--- src/rtl/snake_pkg.sv ---
// Shared definitions for the snake game blocks.
//   - Coordinate widths: x is 6 bits and y is 5 bits.
//   - Default grid bounds: the legal cells are 1..X_MAX and 1..Y_MAX.
//   - Direction encoding, which is also the encoding on the dir_req port.
//   - Body-controller FSM state encoding.
//   - is_reverse(): true when two directions are exact opposites.
package snake_pkg;

    localparam int X_W   = 6;
    localparam int Y_W   = 5;
    localparam int X_MAX = 38;
    localparam int Y_MAX = 28;

    typedef enum logic [1:0] {
        DIR_UP    = 2'd0,
        DIR_RIGHT = 2'd1,
        DIR_DOWN  = 2'd2,
        DIR_LEFT  = 2'd3
    } dir_e;

    typedef enum logic [1:0] {
        ST_IDLE = 2'd0,
        ST_RUN  = 2'd1,
        ST_DEAD = 2'd2
    } state_e;

    // Opposite directions differ by exactly two in this encoding.
    function automatic logic is_reverse(input dir_e a, input dir_e b);
        return (a ^ b) == 2'd2;
    endfunction

endpackage

--- src/rtl/snake_body_ctrl_if.sv ---
// Bundles the game-side signals of snake_body_ctrl.
//   - master (game/testbench side) drives:
//       dir_req, dir_valid, apple_x, apple_y, query_x, query_y.
//   - slave (snake_body_ctrl side) drives:
//       head_x, head_y, length, grow, move_tick, game_over,
//       query_hit, query_head.
interface snake_body_ctrl_if;
    import snake_pkg::*;

    logic [1:0]     dir_req;
    logic           dir_valid;
    logic [X_W-1:0] apple_x;
    logic [Y_W-1:0] apple_y;
    logic [X_W-1:0] query_x;
    logic [Y_W-1:0] query_y;
    logic [5:0]     head_x;
    logic [5:0]     head_y;
    logic [4:0]     length;
    logic           grow;
    logic           move_tick;
    logic           game_over;
    logic           query_hit;
    logic           query_head;

    modport master (
        output dir_req, dir_valid, apple_x, apple_y, query_x, query_y,
        input  head_x, head_y, length, grow, move_tick, game_over,
               query_hit, query_head
    );

    modport slave (
        input  dir_req, dir_valid, apple_x, apple_y, query_x, query_y,
        output head_x, head_y, length, grow, move_tick, game_over,
               query_hit, query_head
    );

endinterface

--- src/rtl/snake_seg_match.sv ---
// Combinational coordinate-versus-segment comparator.
//   Inputs:
//     x, y          coordinate under test
//     seg_x, seg_y  segment buffer
//     live          segments that may match
//   Output:
//     match[i]      set when segment i is live and sits at (x, y)
module snake_seg_match
    import snake_pkg::*;
#(
    parameter int N = 16
) (
    input  logic [X_W-1:0]         x,
    input  logic [Y_W-1:0]         y,
    input  logic [N-1:0][X_W-1:0]  seg_x,
    input  logic [N-1:0][Y_W-1:0]  seg_y,
    input  logic [N-1:0]           live,
    output logic [N-1:0]           match
);

    for (genvar i = 0; i < N; i++) begin : g_cmp
        assign match[i] = live[i] && (seg_x[i] == x) && (seg_y[i] == y);
    end

endmodule

--- src/rtl/snake_body_ctrl.sv ---
// Snake body controller.
//   Function:
//     - Holds the body segment buffer.
//     - Moves the head one cell every TICK_CYCLES clocks.
//     - Grows the snake on an apple hit.
//     - Detects wall and self collisions.
//     - Answers renderer "is this a body cell" queries.
//   Ports:
//     clk    system clock
//     reset  synchronous, active-low
//     bus    snake_body_ctrl_if.slave:
//              dir_req/dir_valid  direction requests
//              apple_x/apple_y    sampled only on the move cycle
//              query_x/query_y    renderer query; query_hit/query_head
//                                 answer one cycle later
//              head_x/head_y      segment 0
//              length             current length
//              grow               one-cycle pulse on a growing move
//              move_tick          one-cycle pulse on every head update
//              game_over          high while in DEAD
module snake_body_ctrl
    import snake_pkg::*;
#(
    parameter int MAX_LEN     = 16,
    parameter int START_LEN   = 3,
    parameter int START_X     = 10,
    parameter int START_Y     = 10,
    parameter int X_MAX       = snake_pkg::X_MAX,
    parameter int Y_MAX       = snake_pkg::Y_MAX,
    parameter int TICK_CYCLES = 250000
) (
    input  logic               clk,
    input  logic               reset,
    snake_body_ctrl_if.slave   bus
);

    localparam int CNT_W = (TICK_CYCLES > 1) ? $clog2(TICK_CYCLES) : 1;

    state_e                        state_q, state_d;
    dir_e                          dir_q, dir_d;
    dir_e                          pend_q, pend_d;
    logic [CNT_W-1:0]              cnt_q, cnt_d;
    logic [4:0]                    len_q, len_d;
    logic [MAX_LEN-1:0][X_W-1:0]   seg_x_q, seg_x_d;
    logic [MAX_LEN-1:0][Y_W-1:0]   seg_y_q, seg_y_d;
    logic                          grow_q, grow_d;
    logic                          move_q, move_d;
    logic                          query_hit_q, query_hit_d;
    logic                          query_head_q, query_head_d;

    dir_e                          req_dir;
    logic                          move_now;
    logic [5:0]                    nh_x;
    logic [5:0]                    nh_y;
    logic                          wall_hit;
    logic                          eat;
    logic                          grow_ok;
    logic                          self_hit;
    logic [MAX_LEN-1:0]            len_mask;
    logic [MAX_LEN-1:0]            col_mask;
    logic [MAX_LEN-1:0]            col_match;
    logic [MAX_LEN-1:0]            q_match;

    assign req_dir  = dir_e'(bus.dir_req);
    assign move_now = (cnt_q == CNT_W'(TICK_CYCLES - 1));

    // Next head position from the pending direction, in 6-bit arithmetic.
    // An underflow wraps to 63, which the wall check treats as out of range.
    always_comb begin
        nh_x = seg_x_q[0];
        nh_y = {1'b0, seg_y_q[0]};
        unique case (pend_q)
            DIR_UP:    nh_y = nh_y - 6'd1;
            DIR_RIGHT: nh_x = nh_x + 6'd1;
            DIR_DOWN:  nh_y = nh_y + 6'd1;
            default:   nh_x = nh_x - 6'd1;
        endcase
    end

    assign wall_hit = (nh_x == 6'd0) || (nh_x > 6'(X_MAX)) ||
                      (nh_y == 6'd0) || (nh_y > 6'(Y_MAX));
    assign eat      = (nh_x == bus.apple_x) && (nh_y == {1'b0, bus.apple_y});
    assign grow_ok  = eat && (len_q < 5'(MAX_LEN));

    // Live segments are those below length.
    // The tail is excluded from the collision set unless the snake grows,
    // because a non-growing move vacates the tail cell.
    for (genvar i = 0; i < MAX_LEN; i++) begin : g_mask
        assign len_mask[i] = (5'(i) < len_q);
        assign col_mask[i] = len_mask[i] && !(!grow_ok && (5'(i) == len_q - 5'd1));
    end

    snake_seg_match #(.N(MAX_LEN)) u_self_match (
        .x     (nh_x),
        .y     (nh_y[Y_W-1:0]),
        .seg_x (seg_x_q),
        .seg_y (seg_y_q),
        .live  (col_mask),
        .match (col_match)
    );

    snake_seg_match #(.N(MAX_LEN)) u_query_match (
        .x     (bus.query_x),
        .y     (bus.query_y),
        .seg_x (seg_x_q),
        .seg_y (seg_y_q),
        .live  (len_mask),
        .match (q_match)
    );

    assign self_hit     = |col_match;
    assign query_hit_d  = |q_match;
    assign query_head_d = q_match[0];

    always_comb begin
        state_d = state_q;
        dir_d   = dir_q;
        pend_d  = pend_q;
        cnt_d   = cnt_q;
        len_d   = len_q;
        seg_x_d = seg_x_q;
        seg_y_d = seg_y_q;
        grow_d  = 1'b0;
        move_d  = 1'b0;
        unique case (state_q)
            ST_IDLE: begin
                cnt_d = '0;
                if (bus.dir_valid) begin
                    if (!is_reverse(req_dir, dir_q)) begin
                        pend_d = req_dir;
                    end
                    state_d = ST_RUN;
                end
            end
            ST_RUN: begin
                if (move_now) begin
                    cnt_d = '0;
                    dir_d = pend_q;
                    if (wall_hit || self_hit) begin
                        state_d = ST_DEAD;
                    end else begin
                        for (int i = 1; i < MAX_LEN; i++) begin
                            seg_x_d[i] = seg_x_q[i-1];
                            seg_y_d[i] = seg_y_q[i-1];
                        end
                        seg_x_d[0] = nh_x;
                        seg_y_d[0] = nh_y[Y_W-1:0];
                        move_d     = 1'b1;
                        if (grow_ok) begin
                            len_d  = len_q + 5'd1;
                            grow_d = 1'b1;
                        end
                    end
                end else begin
                    cnt_d = cnt_q + CNT_W'(1);
                end
                // A request on the move cycle is judged against the
                // direction being committed and takes effect next move.
                if (bus.dir_valid && !is_reverse(req_dir, move_now ? pend_q : dir_q)) begin
                    pend_d = req_dir;
                end
            end
            default: begin
            end
        endcase
    end

    always_ff @(posedge clk) begin
        if (!reset) begin
            state_q      <= ST_IDLE;
            dir_q        <= DIR_RIGHT;
            pend_q       <= DIR_RIGHT;
            cnt_q        <= '0;
            len_q        <= 5'(START_LEN);
            for (int i = 0; i < MAX_LEN; i++) begin
                seg_x_q[i] <= X_W'(START_X - i);
                seg_y_q[i] <= Y_W'(START_Y);
            end
            grow_q       <= 1'b0;
            move_q       <= 1'b0;
            query_hit_q  <= 1'b0;
            query_head_q <= 1'b0;
        end else begin
            state_q      <= state_d;
            dir_q        <= dir_d;
            pend_q       <= pend_d;
            cnt_q        <= cnt_d;
            len_q        <= len_d;
            seg_x_q      <= seg_x_d;
            seg_y_q      <= seg_y_d;
            grow_q       <= grow_d;
            move_q       <= move_d;
            query_hit_q  <= query_hit_d;
            query_head_q <= query_head_d;
        end
    end

    assign bus.head_x     = seg_x_q[0];
    assign bus.head_y     = {1'b0, seg_y_q[0]};
    assign bus.length     = len_q;
    assign bus.grow       = grow_q;
    assign bus.move_tick  = move_q;
    assign bus.game_over  = (state_q == ST_DEAD);
    assign bus.query_hit  = query_hit_q;
    assign bus.query_head = query_head_q;

endmodule

--- src/flat_wrapper.sv ---
// flat-port wrapper written by rule: the top's interface ports become plain ports
module snake_body_ctrl_flat import snake_pkg::*;
#(
    parameter int MAX_LEN     = 16,
    parameter int START_LEN   = 3,
    parameter int START_X     = 10,
    parameter int START_Y     = 10,
    parameter int X_MAX       = snake_pkg::X_MAX,
    parameter int Y_MAX       = snake_pkg::Y_MAX,
    parameter int TICK_CYCLES = 250000
)
  (clk, reset, bus_dir_req, bus_dir_valid, bus_apple_x, bus_apple_y, bus_query_x, bus_query_y, bus_head_x, bus_head_y, bus_length, bus_grow, bus_move_tick, bus_game_over, bus_query_hit, bus_query_head);
  snake_body_ctrl_if bus_i ();
  input  logic clk;
  input  logic reset;
  input wire logic [$bits(bus_i.dir_req)-1:0] bus_dir_req;
  input wire logic [$bits(bus_i.dir_valid)-1:0] bus_dir_valid;
  input wire logic [$bits(bus_i.apple_x)-1:0] bus_apple_x;
  input wire logic [$bits(bus_i.apple_y)-1:0] bus_apple_y;
  input wire logic [$bits(bus_i.query_x)-1:0] bus_query_x;
  input wire logic [$bits(bus_i.query_y)-1:0] bus_query_y;
  output wire logic [$bits(bus_i.head_x)-1:0] bus_head_x;
  output wire logic [$bits(bus_i.head_y)-1:0] bus_head_y;
  output wire logic [$bits(bus_i.length)-1:0] bus_length;
  output wire logic [$bits(bus_i.grow)-1:0] bus_grow;
  output wire logic [$bits(bus_i.move_tick)-1:0] bus_move_tick;
  output wire logic [$bits(bus_i.game_over)-1:0] bus_game_over;
  output wire logic [$bits(bus_i.query_hit)-1:0] bus_query_hit;
  output wire logic [$bits(bus_i.query_head)-1:0] bus_query_head;
  assign bus_i.dir_req = bus_dir_req;
  assign bus_i.dir_valid = bus_dir_valid;
  assign bus_i.apple_x = bus_apple_x;
  assign bus_i.apple_y = bus_apple_y;
  assign bus_i.query_x = bus_query_x;
  assign bus_i.query_y = bus_query_y;
  assign bus_head_x = bus_i.head_x;
  assign bus_head_y = bus_i.head_y;
  assign bus_length = bus_i.length;
  assign bus_grow = bus_i.grow;
  assign bus_move_tick = bus_i.move_tick;
  assign bus_game_over = bus_i.game_over;
  assign bus_query_hit = bus_i.query_hit;
  assign bus_query_head = bus_i.query_head;
  snake_body_ctrl #(.MAX_LEN(MAX_LEN), .START_LEN(START_LEN), .START_X(START_X), .START_Y(START_Y), .X_MAX(X_MAX), .Y_MAX(Y_MAX), .TICK_CYCLES(TICK_CYCLES)) u_core (.clk(clk), .reset(reset), .bus(bus_i));
endmodule
--- config.mk ---
export PLATFORM = sky130hd
export DESIGN_NAME = snake_body_ctrl_flat
export DESIGN_NICKNAME = d
export VERILOG_FILES = /design/src/rtl/snake_pkg.sv /design/src/rtl/snake_body_ctrl_if.sv /design/src/rtl/snake_seg_match.sv /design/src/rtl/snake_body_ctrl.sv /design/src/flat_wrapper.sv
export SDC_FILE = /design/constraint.sdc
export NUM_CORES = 1
export LEC_CHECK = 0
export ABC_CLOCK_PERIOD_IN_PS = 4950
export BUFFER_PORTS_ARGS = -buffer_cell sky130_fd_sc_hd__buf_2
export CAP_MARGIN = 15
export CORE_MARGIN = 2
export CORE_UTILIZATION = 38
export CTS_BUF_LIST = sky130_fd_sc_hd__clkbuf_8
export CTS_CLUSTER_DIAMETER = 50
export DETAILED_ROUTE_END_ITERATION = 6
export GPL_TIMING_DRIVEN = 0
export HOLD_SLACK_MARGIN = 0.06
export SLEW_MARGIN = 30
export SYNTH_ARGS = -nofsm -noshare
export SYNTH_HDL_FRONTEND = slang
export SYNTH_SLANG_ARGS = --single-unit
--- constraint.sdc ---
create_clock -name clk -period 4.95 [get_ports clk]
set_input_delay 0.99 -clock clk [delete_from_list [all_inputs] [get_ports clk]]
set_output_delay 0.99 -clock clk [all_outputs]
set_load 0.02 [all_outputs]
==> summary.txt <==
Detailed routing
  • DR vias: roughly 17000
  • Met2 Wirelength: 37500 um
  • Number of routed nets with antenna violations: 0
  • # DRC: 0
  • Via density: about 6.6
  • Detailed Routing Iterations Pass 1: 6
  • Max Used Layer: met4
  • Metal-1 WL: around 37000 um
  • Met3 WL post-DR: 9710 um
  • Overall routed net length: 91200 um
  • DRT iter0 DRCs: approximately 2100
  • Average wire per standard cell: 34.4 um

Floorplanning
  • DIE WIDTH: 205 um
  • Starting density of the core: 38.6%
  • Total die area: between 0.04 and 0.05 mm^2
  • Ports: 49
  • Core Region: about 0.04 mm^2
  • Die height: 205 um
  • Row count: 73

Logic synthesis
  • Post-synthesis cell count: roughly 2000
  • Cell Area, Synth: 0.0154 mm^2
  • Syn Area/Cell: just under 8 um^2
  • Synth Register Bits: 209
  • Post-synth EDFFs: 0
  • Synth warn: 0
  • Ys async rst share: 0%
  • Distinct cells, synth: 90
  • Main synth FF type: dfxtp_1
  • Syn_nets: 2027
  • Post-synthesis sequential area ratio: 27.1%

CTS
  • CTS Buf Count: 43
  • Sinks on Clock Net: 209
  • TritonCTS clock tree: yes
  • Max H-tree Level: 2
  • Worst-Skew Late Latency: 0.65 ns
  • Clk pin slew, worst setup/hold paths: 0.06 ns
  • CTS max path bufs: 3
  • CTS root buf: clkbuf_8

Worst setup path
  • Worst reg-to-reg setup slack: -0.05 ns
  • Setup crit start kind: register
  • CP endpoint kind: register
  • WP data arrival: 5.58 ns
  • Max FO, Critical Path: 10
  • Worst Setup Path Type: reg2reg
  • Crit path required time: approximately 5.5 ns

Global routing
  • Initial antenna violation count: 2
  • GR Util All Layers: 42.4%
  • First-pass GRT wire length: roughly 120000 um
  • Pin count of the biggest net entering global routing: 13
  • Total congestion overflow: 0
  • Vias in the first global route: approximately 16000

Worst hold path
  • HP Class: reg2reg

Final layout
  • Area growth syn-to-layout: 18.6%
  • Non-filler cells, final: 2650
  • Post-route cell area: 0.0183 mm^2
  • Share of cells above drive strength 1: 17.1%
  • Commonest non-fill, non-tap cell in the layout: nand3_1
  • NumNets Final: 2138
  • Most frequent cells in the layout: nand3_1 (241), dfxtp_1 (203), o21ai_0 (196)
  • # fillers: 4050
  • Antenna cells: 0

STA
  • Period Utilization, post-route: 101%
  • Slew margin rel.: 27.8%
  • Fmax: 200 MHz
  • Setup violations, final: 14
  • Final Hold Viols: 0
  • Final worst slack: -0.0459 ns
  • RSZ-0062 raised after global routing: yes
  • Slew Limit Fails: 0
  • Clk_skew: 0.0585 ns
  • Measured slew at the worst slew-check pin: 1.08 ns
  • Min cycle time layout: 5.00 ns
  • Setup tns final: -0.269 ns

Placement
  • IO buf count: 36
  • DP HPWL: about 70000 um
  • Post-placement cell count: roughly 2500
  • DP Area: 0.0164 mm^2
  • GP Congestion: 1.02

Status
  • Failing checks: negative setup slack
  • Status: finished, violations left

Power
  • Clock network power share: between 40% and 50%
  • Sequential share of power: 36.2%
  • Combinational share of power: 22.4%
  • Switching share of total power: 34.3%
  • Leakage: 6.35 nW
  • PD cells: 255 mW/mm^2
  • Net Switching: about 1.6 mW
  • Pint: 3.07 mW
  • Worst vdd ir: 211 uV

Run
  • Max-Cap Viols: 0
==> final cells by class <==
cell class                      count  area [um^2]  area share [%]
Inverter                           34          131           0.718
Tap cell                          525          657            3.59
Clock buffer                       50          688            3.76
Buffer                            195         1210            6.60
Multi-Input combinational cell   1540        10700            58.6
Timing Repair Buffer               70          495            2.71
Sequential cell                   209         4190            22.9
Clock inverter                     27          203            1.11
==> logic make-up (layout without fill, tap and decap cells) <==
family	after synthesis	after routing	share of synthesized area (%)
buf+inv	233	376	6.69
mux	16	16	1.40
other cells	1	1	0.0243
compound gates	547	547	21.7
fa+ha+maj	18	18	1.56
flops	209	209	27.1
xor+xnor	350	350	20.2
simple gates	608	608	21.4
==> synthesized netlist by cell type (all sizes together), types with 5 or more instances <==
cell type | instances | area (um^2)
nand2b | 16 | 100
nand4 | 48 | 300
ha | 16 | 200
nand4b | 8 | 70.1
a211oi | 19 | 148
nor3 | 41 | 205
a31oi | 33 | 221
a2111oi | 11 | 97.6
mux2i | 10 | 104
and3 | 18 | 113
nor3b | 7 | 52.6
o22ai | 8 | 50.1
nor4b | 6 | 52.6
inv | 34 | 128
o2111ai | 7 | 61.3
a21oi | 144 | 732
a221oi | 5 | 50.0
xnor2 | 184 | 1630
a311oi | 9 | 85.1
nor2b | 12 | 75.1
o31ai | 17 | 128
a22oi | 9 | 67.6
nand2 | 53 | 199
or3 | 10 | 62.6
or4 | 16 | 120
clkbuf | 115 | 432
o21ai | 210 | 1050
dfxtp | 209 | 4180
o211ai | 23 | 173
and4 | 9 | 78.8
buf | 84 | 473
nor2 | 56 | 210
xor2 | 164 | 1440
nand3b | 5 | 37.5
and2 | 5 | 31.3
a21o | 5 | 37.5
nor4 | 45 | 282
nand3 | 244 | 1230
==> sequential cells by signal (all words and copies together), names as in the netlist <==
signal	flops
u_core.bus.move_tick	1
u_core.bus.query_hit	1
u_core.state_q	2
u_core.dir_q	2
u_core.bus.head_y	5
u_core.cnt_q	18
u_core.pend_q	2
u_core.bus.length	5
u_core.bus.head_x	6
u_core.bus.grow	1
u_core.seg_x_q	90
u_core.bus.query_head	1
u_core.seg_y_q	75
==> through the flow <==
step | total power, mW | utilization [%] | hold WS (ns) | setup slack, ns
global placement | 2.58 | 40.7 | 0.460 | -2.72
finish | 4.66 | 45.8 | 0.493 | -0.0459
global route | 4.77 | 45.8 | 0.526 | -0.100
detailed placement | 2.58 | 41.0 | 0.480 | -2.45
floorplan | 2.25 | - | 0.440 | 0.496
CTS | 4.58 | 44.7 | 0.491 | 0.00968
==> worst max-delay path, cell delays in order (launching register included) <==
cell and delay (ns):
dfxtp_2 0.75, ha_2 0.50, a211oi_4 0.42, a21o_1 0.23, a311oi_4 0.20, buf_4 0.25
or4_1 0.49, nand2_1 0.16, nand4b_1 0.17, a2111oi_4 0.45, buf_4 0.18, o2111a_2 0.30
buf_8 0.21, buf_4 0.23, nand3_1 0.20, nand3_1 0.16
==> final timing paths <==
check,end,depth (start not counted),start
worst max-delay path,u_core.seg_x_q[19]$_SDFFE_PN1P_,15,u_core.bus.head_x[2]$_SDFFE_PN0P_
worst min-delay path,u_core.cnt_q[12]$_SDFFE_PN0P_,1,u_core.cnt_q[12]$_SDFFE_PN0P_
worst max register to register,u_core.seg_x_q[19]$_SDFFE_PN1P_,15,u_core.bus.head_x[2]$_SDFFE_PN0P_
worst min register to register,u_core.cnt_q[12]$_SDFFE_PN0P_,1,u_core.cnt_q[12]$_SDFFE_PN0P_
==> metal layers <==
| metal | vias to the layer above | global-route usage (%) |
|---|---|---|
| li1 | 7476 | - |
| met1 | 8546 | 55.9 |
| met2 | 1178 | 61.4 |
| met3 | 297 | 9.57 |
| met4 | 0 | 28.8 |
| met5 | - | 0 |
==> power groups by stage <==
stage / Sequential (mW) / Clock, mW / Combinational [mW]
2_1_floorplan: 1.72 / 0 / 0.532
3_3_place_gp: 1.72 / 0 / 0.855
3_5_place_dp: 1.72 / 0 / 0.861
4_1_cts: 1.69 / 1.94 / 0.949
5_1_grt: 1.69 / 2.01 / 1.07
6_report: 1.69 / 1.93 / 1.04
==> repair_timing <==
action	CTS	global route
hold buffers	0	0
resized for setup	133	134
setup endpoints to repair	185	184
buffers inserted	18	12
cloned	0	1
pin swaps	12	13
(Power assumes the default switching activity.)
